--- src/rtl/mxint8_pkg.sv ---
// Shared MXINT8 / binary32 widths, constants and types for the block-sum datapath and its reference model.
package mxint8_pkg;

   localparam int SCALE_WIDTH          = 8;
   localparam int MXINT8_ELEMENT_WIDTH = 8;
   localparam int FLOAT32_WIDTH        = 32;
   localparam int MXINT8_BLOCK_SIZE    = 32;
   localparam int ACC_WIDTH            = 14;

   localparam int E8M0_BIAS      = 127;
   localparam int FP32_BIAS      = 127;
   localparam int ELEM_FRAC_BITS = 6;

   localparam logic [SCALE_WIDTH-1:0]   SCALE_NAN = 8'hFF;
   localparam logic [FLOAT32_WIDTH-1:0] FP32_QNAN = 32'h7FC0_0000;

   typedef logic        [SCALE_WIDTH-1:0]          scale_t;
   typedef logic signed [MXINT8_ELEMENT_WIDTH-1:0] element_t;
   typedef logic        [FLOAT32_WIDTH-1:0]        float32_t;
   typedef logic signed [ACC_WIDTH-1:0]            acc_t;

   typedef enum logic [1:0] {
      IDLE  = 2'd0,
      ACCUM = 2'd1,
      PACK  = 2'd2,
      OUT   = 2'd3
   } state_t;

endpackage

--- src/rtl/mxint8_fp32_pack.sv ---
// Combinational {E8M0 scale, 14-bit element sum} -> binary32 plus unused/underflow flags.
// MXINT8_BLOCK_SUM_FTZ_EN: flush subnormal results to +0 (underflow flag still set).
module mxint8_fp32_pack
   import mxint8_pkg::*;
(
   input  scale_t   scale,
   input  acc_t     sum,
   output float32_t fp32,
   output logic     unused_flag,
   output logic     underflow_flag
);

   // Biased fp32 exponent = scale - E8M0_BIAS - ELEM_FRAC_BITS + FP32_BIAS + msb_pos.
   localparam logic signed [10:0] EXP_ADJ = 11'(E8M0_BIAS + ELEM_FRAC_BITS - FP32_BIAS);

   logic                  sign;
   logic [ACC_WIDTH-1:0]  mag;
   logic [3:0]            msb_pos;
   logic signed [10:0]    exp_b;
   logic [22:0]           frac_norm;
   logic [22:0]           frac_sub;

   always_comb begin
      sign    = sum[ACC_WIDTH-1];
      mag     = sign ? ACC_WIDTH'(-sum) : ACC_WIDTH'(sum);
      msb_pos = 4'd0;
      for (int i = 0; i < ACC_WIDTH; i++) begin
         if (mag[i]) msb_pos = 4'(i);
      end
      exp_b     = $signed({3'b000, scale}) + $signed({7'b0, msb_pos}) - EXP_ADJ;
      // Shifting within 23 bits drops the implicit leading one.
      frac_norm = {9'b0, mag} << (5'd23 - {1'b0, msb_pos});
      // Only used when exp_b <= 0, i.e. scale <= 6, so the shift is exact.
      frac_sub  = {9'b0, mag} << ({1'b0, scale} + 9'd16);
   end

   always_comb begin
      fp32           = '0;
      unused_flag    = 1'b0;
      underflow_flag = 1'b0;
      if (scale == SCALE_NAN) begin
         fp32        = FP32_QNAN;
         unused_flag = 1'b1;
      end else if (sum == '0) begin
         fp32 = '0;
      end else if (exp_b >= 11'sd255) begin
         // Large scales exceed binary32 range: saturate to signed infinity.
         fp32 = {sign, 8'hFF, 23'b0};
      end else if (exp_b >= 11'sd1) begin
         fp32 = {sign, exp_b[7:0], frac_norm};
      end else begin
         underflow_flag = 1'b1;
`ifdef MXINT8_BLOCK_SUM_FTZ_EN
         fp32 = '0;
`else
         fp32 = {sign, 8'h00, frac_sub};
`endif
      end
   end

endmodule

--- src/rtl/mxint8_block_sum.sv ---
// Reduces one MXINT8 block (E8M0 scale + BLOCK_SIZE int8) to a binary32 sum; latency BLOCK_SIZE/LANES+1 cycles.
// Accepts only in IDLE, holds result in OUT until out_ready; no block overlap. Subnormal FTZ via MXINT8_BLOCK_SUM_FTZ_EN.
module mxint8_block_sum
   import mxint8_pkg::*;
#(
   parameter int BLOCK_SIZE = MXINT8_BLOCK_SIZE,
   parameter int LANES      = 4
) (
   input  logic                                       clk,
   input  logic                                       rst,
   input  logic                                       in_valid,
   output logic                                       in_ready,
   input  logic [SCALE_WIDTH-1:0]                     in_scale,
   input  logic [BLOCK_SIZE*MXINT8_ELEMENT_WIDTH-1:0] in_elements,
   output logic                                       out_valid,
   input  logic                                       out_ready,
   output logic [FLOAT32_WIDTH-1:0]                   out_sum,
   output logic                                       out_unused_flag,
   output logic                                       out_underflow_flag
);

   localparam int NBEATS = BLOCK_SIZE / LANES;
   localparam int CNT_W  = (NBEATS > 1) ? $clog2(NBEATS) : 1;
   localparam int EW     = MXINT8_ELEMENT_WIDTH;

   state_t                      state, state_nxt;
   scale_t                      scale_q;
   logic [BLOCK_SIZE*EW-1:0]    elems_q;
   acc_t                        acc;
   acc_t                        lane_sum;
   logic [CNT_W-1:0]            cnt;
   logic                        last_beat;
   float32_t                    pack_sum;
   logic                        pack_unused;
   logic                        pack_underflow;

   assign last_beat = (cnt == CNT_W'(NBEATS - 1));

   always_ff @(posedge clk or posedge rst) begin
      if (rst) state <= IDLE;
      else     state <= state_nxt;
   end

   always_comb begin
      state_nxt = state;
      case (state)
         IDLE:    if (in_valid)  state_nxt = ACCUM;
         ACCUM:   if (last_beat) state_nxt = PACK;
         PACK:                   state_nxt = OUT;
         OUT:     if (out_ready) state_nxt = IDLE;
         default:                state_nxt = IDLE;
      endcase
   end

   always_comb begin
      in_ready  = (state == IDLE);
      out_valid = (state == OUT);
   end

   // The lowest LANES elements of elems_q are always the next ones in index order.
   always_comb begin
      lane_sum = '0;
      for (int l = 0; l < LANES; l++) begin
         lane_sum = lane_sum + acc_t'($signed(elems_q[l*EW +: EW]));
      end
   end

   always_ff @(posedge clk or posedge rst) begin
      if (rst) begin
         scale_q <= '0;
         elems_q <= '0;
         acc     <= '0;
         cnt     <= '0;
      end else if (state == IDLE && in_valid) begin
         scale_q <= in_scale;
         elems_q <= in_elements;
         acc     <= '0;
         cnt     <= '0;
      end else if (state == ACCUM) begin
         elems_q <= elems_q >> (LANES * EW);
         acc     <= acc + lane_sum;
         cnt     <= cnt + 1'b1;
      end
   end

   mxint8_fp32_pack u_pack (
      .scale          (scale_q),
      .sum            (acc),
      .fp32           (pack_sum),
      .unused_flag    (pack_unused),
      .underflow_flag (pack_underflow)
   );

   always_ff @(posedge clk or posedge rst) begin
      if (rst) begin
         out_sum            <= '0;
         out_unused_flag    <= 1'b0;
         out_underflow_flag <= 1'b0;
      end else if (state == PACK) begin
         out_sum            <= pack_sum;
         out_unused_flag    <= pack_unused;
         out_underflow_flag <= pack_underflow;
      end
   end

endmodule
--- config.mk ---
export PLATFORM = sky130hd
export DESIGN_NAME = mxint8_block_sum
export DESIGN_NICKNAME = d
export VERILOG_FILES = /design/src/rtl/mxint8_pkg.sv /design/src/rtl/mxint8_fp32_pack.sv /design/src/rtl/mxint8_block_sum.sv
export SDC_FILE = /design/constraint.sdc
export NUM_CORES = 1
export LEC_CHECK = 0
export BUFFER_PORTS_ARGS = -buffer_cell sky130_fd_sc_hd__buf_2
export CAP_MARGIN = 15
export CORE_MARGIN = 8
export CORE_UTILIZATION = 31
export CTS_CLUSTER_SIZE = 14
export DETAILED_ROUTE_END_ITERATION = 10
export PLACE_DENSITY_LB_ADDON = 0.15
export SYNTH_ARGS = -nofsm -noshare
export SYNTH_HDL_FRONTEND = slang
export SYNTH_SLANG_ARGS = --single-unit
--- constraint.sdc ---
create_clock -name clk -period 11.3 [get_ports clk]
set_input_delay 2.26 -clock clk [delete_from_list [all_inputs] [get_ports clk]]
set_output_delay 2.26 -clock clk [all_outputs]
set_load 0.01 [all_outputs]
==> flow_summary.toml <==
[drt]
drt_iter0_markers = 979
via_per_inst = 5.08
vias = 14700
ant_nets = 0
drc = 0
first_pass_iters = 5
wl_per_cell_um = 21.7
totalWireLength_um = 62700

[flow_run]
maxCapViolCount = 0

[timing]
rsz0062_at_grt = "false"
slew_viol_final = 0
final_hold_viol_count = 0
worst_slew_pin_slew_ps = 1140
fin_hold_ws_ps = 485
setup_viol = 0
slew_headroom_pct = 24.0
period_minus_slack_ps = 8420
timing.setup.tns_ps = 0
fin_skew_ps = 18.7
fin_crit_sh_pct = 74.5
max_freq_mhz = 119

[synthesis]
async_flop_share_pct = 100
ys_ff_latch = 317
synth_cell_type_count = 93
avgSynthCellArea_sq_um = 9.64
synth_edf_count = 0
syn_nets = 2193
synth_warnings = 0
netlist_area_sq_um = 18000
synth-main-ff-cell = "dfrtp_1"
syn_inst = 1865
seq_area_frac_synth_pct = 44.1

[layout]
multiInputGateArea_sq_um = 9360
post-route-util_pct = 37.2
layout-drive-gt1-share_pct = 19.8
syn_to_final_growth_pct = 19.1
instances_no_fill = 2891
num-fill-cells = 5904
seq_area_sq_um = 7930
final_nets = 2423

[die]
pin_count = 304
core.rowCount = 88
die-area_sq_um = 65900
dieWidth_um = 257
fp.dieH_um = 257
start_util_pct = 31.3
core_area_sq_um = 57500

[worst_setup_path]
critPathTopFamily = "simple AND/OR/NAND/NOR gates"
max_stage_delay_ps = 830
crit_buf_inv = 5
cp_max_fo = 16
critPathRequiredTime_ps = 11780
cp.arrival_ps = 8900
path_class = "flip-flop to flip-flop"
start_kind = "flip-flop"
cp-end-kind = "flip-flop"
crit_path_top_delay_cell = "nor4b_1"

[min_path]
hold_class = "flip-flop to flip-flop"

[cts]
postCtsSetupBuffers = 0
cts_max_path_buffers = 3
clkSinkCount = 317
insertion_delay_ps = 580
hold_buffers = 0
tritoncts = "built"
cts_resized = 0
numCtsBuffers = 40
cts_root_buffer = "clkbuf_16"
h-tree-depth = 2
clk_pin_slew_ps = 60

[status]
status = "completed"

[global_route]
grt_first_pass_wirelength_um = 95400
grt_pass1_vias = 15300
antenna_found_initial = 10
grt_overflow = 0
grt_use_total_pct = 18.3
grt_max_degree = 264

[placement]
gp_congestion = 0.855
dp_cells = 2818
io_buffers = 303
dp_hpwl_um = 46100
## state kept, by name (all words and copies together), names as in the netlist
name,flops
out_unused_flag,1
scale_q,8
acc,14
out_underflow_flag,1
elems_q,256
cnt,3
state,2
out_sum,32
## routing by layer
metal  vias up  global-route usage [%]  wire length [um]
met5         -                       0               114
met3        76                    3.70              2850
met2       301                    31.1             30600
li1       7074                       -                 -
met1      7232                    24.0             28100
met4        16                    4.04              1010
## per-stage QoR
| stage | area, sq um | setup slack (ps) |
|---|---|---|
| floorplan | 18000 | 269 |
| global placement | 20100 | 3240 |
| detailed placement | 20100 | 3020 |
| CTS | 21400 | 2960 |
| global route | 21400 | 2390 |
| finish | 21400 | 2880 |
## final cells by class
class	instances	share of cell area (%)
Timing Repair Buffer	318	7.79
Antenna cell	2	0.0234
Sequential cell	317	37.1
Clock buffer	62	5.67
Inverter	37	0.696
Clock inverter	9	0.579
Tap cell	765	4.47
Multi-Input combinational cell	1381	43.7
## cell usage after synthesis (all sizes together) (6+ instances only)
cell type,n,area share [%]
mux2i,256,14
or2,9,0.33
ha,30,2.1
o221ai,6,0.29
a21oi,49,1.5
o21ai,278,7.8
a211oi,15,0.65
o31ai,13,0.57
nand3b,35,1.5
o21bai,10,0.42
nor4,6,0.29
a32oi,7,0.34
inv,34,0.72
o211ai,21,0.88
nand2,356,7.4
xnor2,31,1.5
nor3,26,0.78
buf,22,0.86
nand2b,7,0.30
or4,6,0.25
clkbuf,108,2.3
a21boi,12,0.50
fa,30,3.3
nor2,54,1.2
nand4,6,0.21
dfrtp,317,44
xor2,11,0.58
o2bb2ai,10,0.49
nand3,16,0.45
## cell usage in the layout (no fill, tap or decap), types with 21 or more instances in the layout
cell type,netlist,routed
fa_1,30,30
o21ai_0,274,274
clkbuf_16,0,40
dfrtp_1,317,317
inv_1,33,32
o211ai_1,21,21
xnor2_1,31,31
ha_1,30,29
mux2i_1,255,255
a21oi_1,47,47
buf_2,7,303
nor3_1,24,24
nand2_1,356,356
nand3b_1,35,35
nor2_1,52,52
## cells by family after synthesis
logic type / share of synthesized area [%]
mux: 14.7
buf+inv: 3.90
simple gates: 13.7
flops: 44.1
fa+ha+maj: 5.43
compound gates: 16.1
xor+xnor: 2.09
## final timing paths
path                           endpoint       start  slack, ps  depth (start not counted)
max                         out_sum[18]      acc[0]       2880                         25
min in group asynchronous  elems_q[244]         rst       1830                          2
min reg2reg                  out_sum[7]  out_sum[7]        490                          1
max reg2reg                 out_sum[18]      acc[0]       2880                         25
max in group asynchronous  elems_q[227]         rst       7810                          3
min                          out_sum[7]  out_sum[7]        490                          1
Power is left out: the tool's default activity adds up to more than one toggle a clock period on the data nets, which glitch-free logic cannot reach.
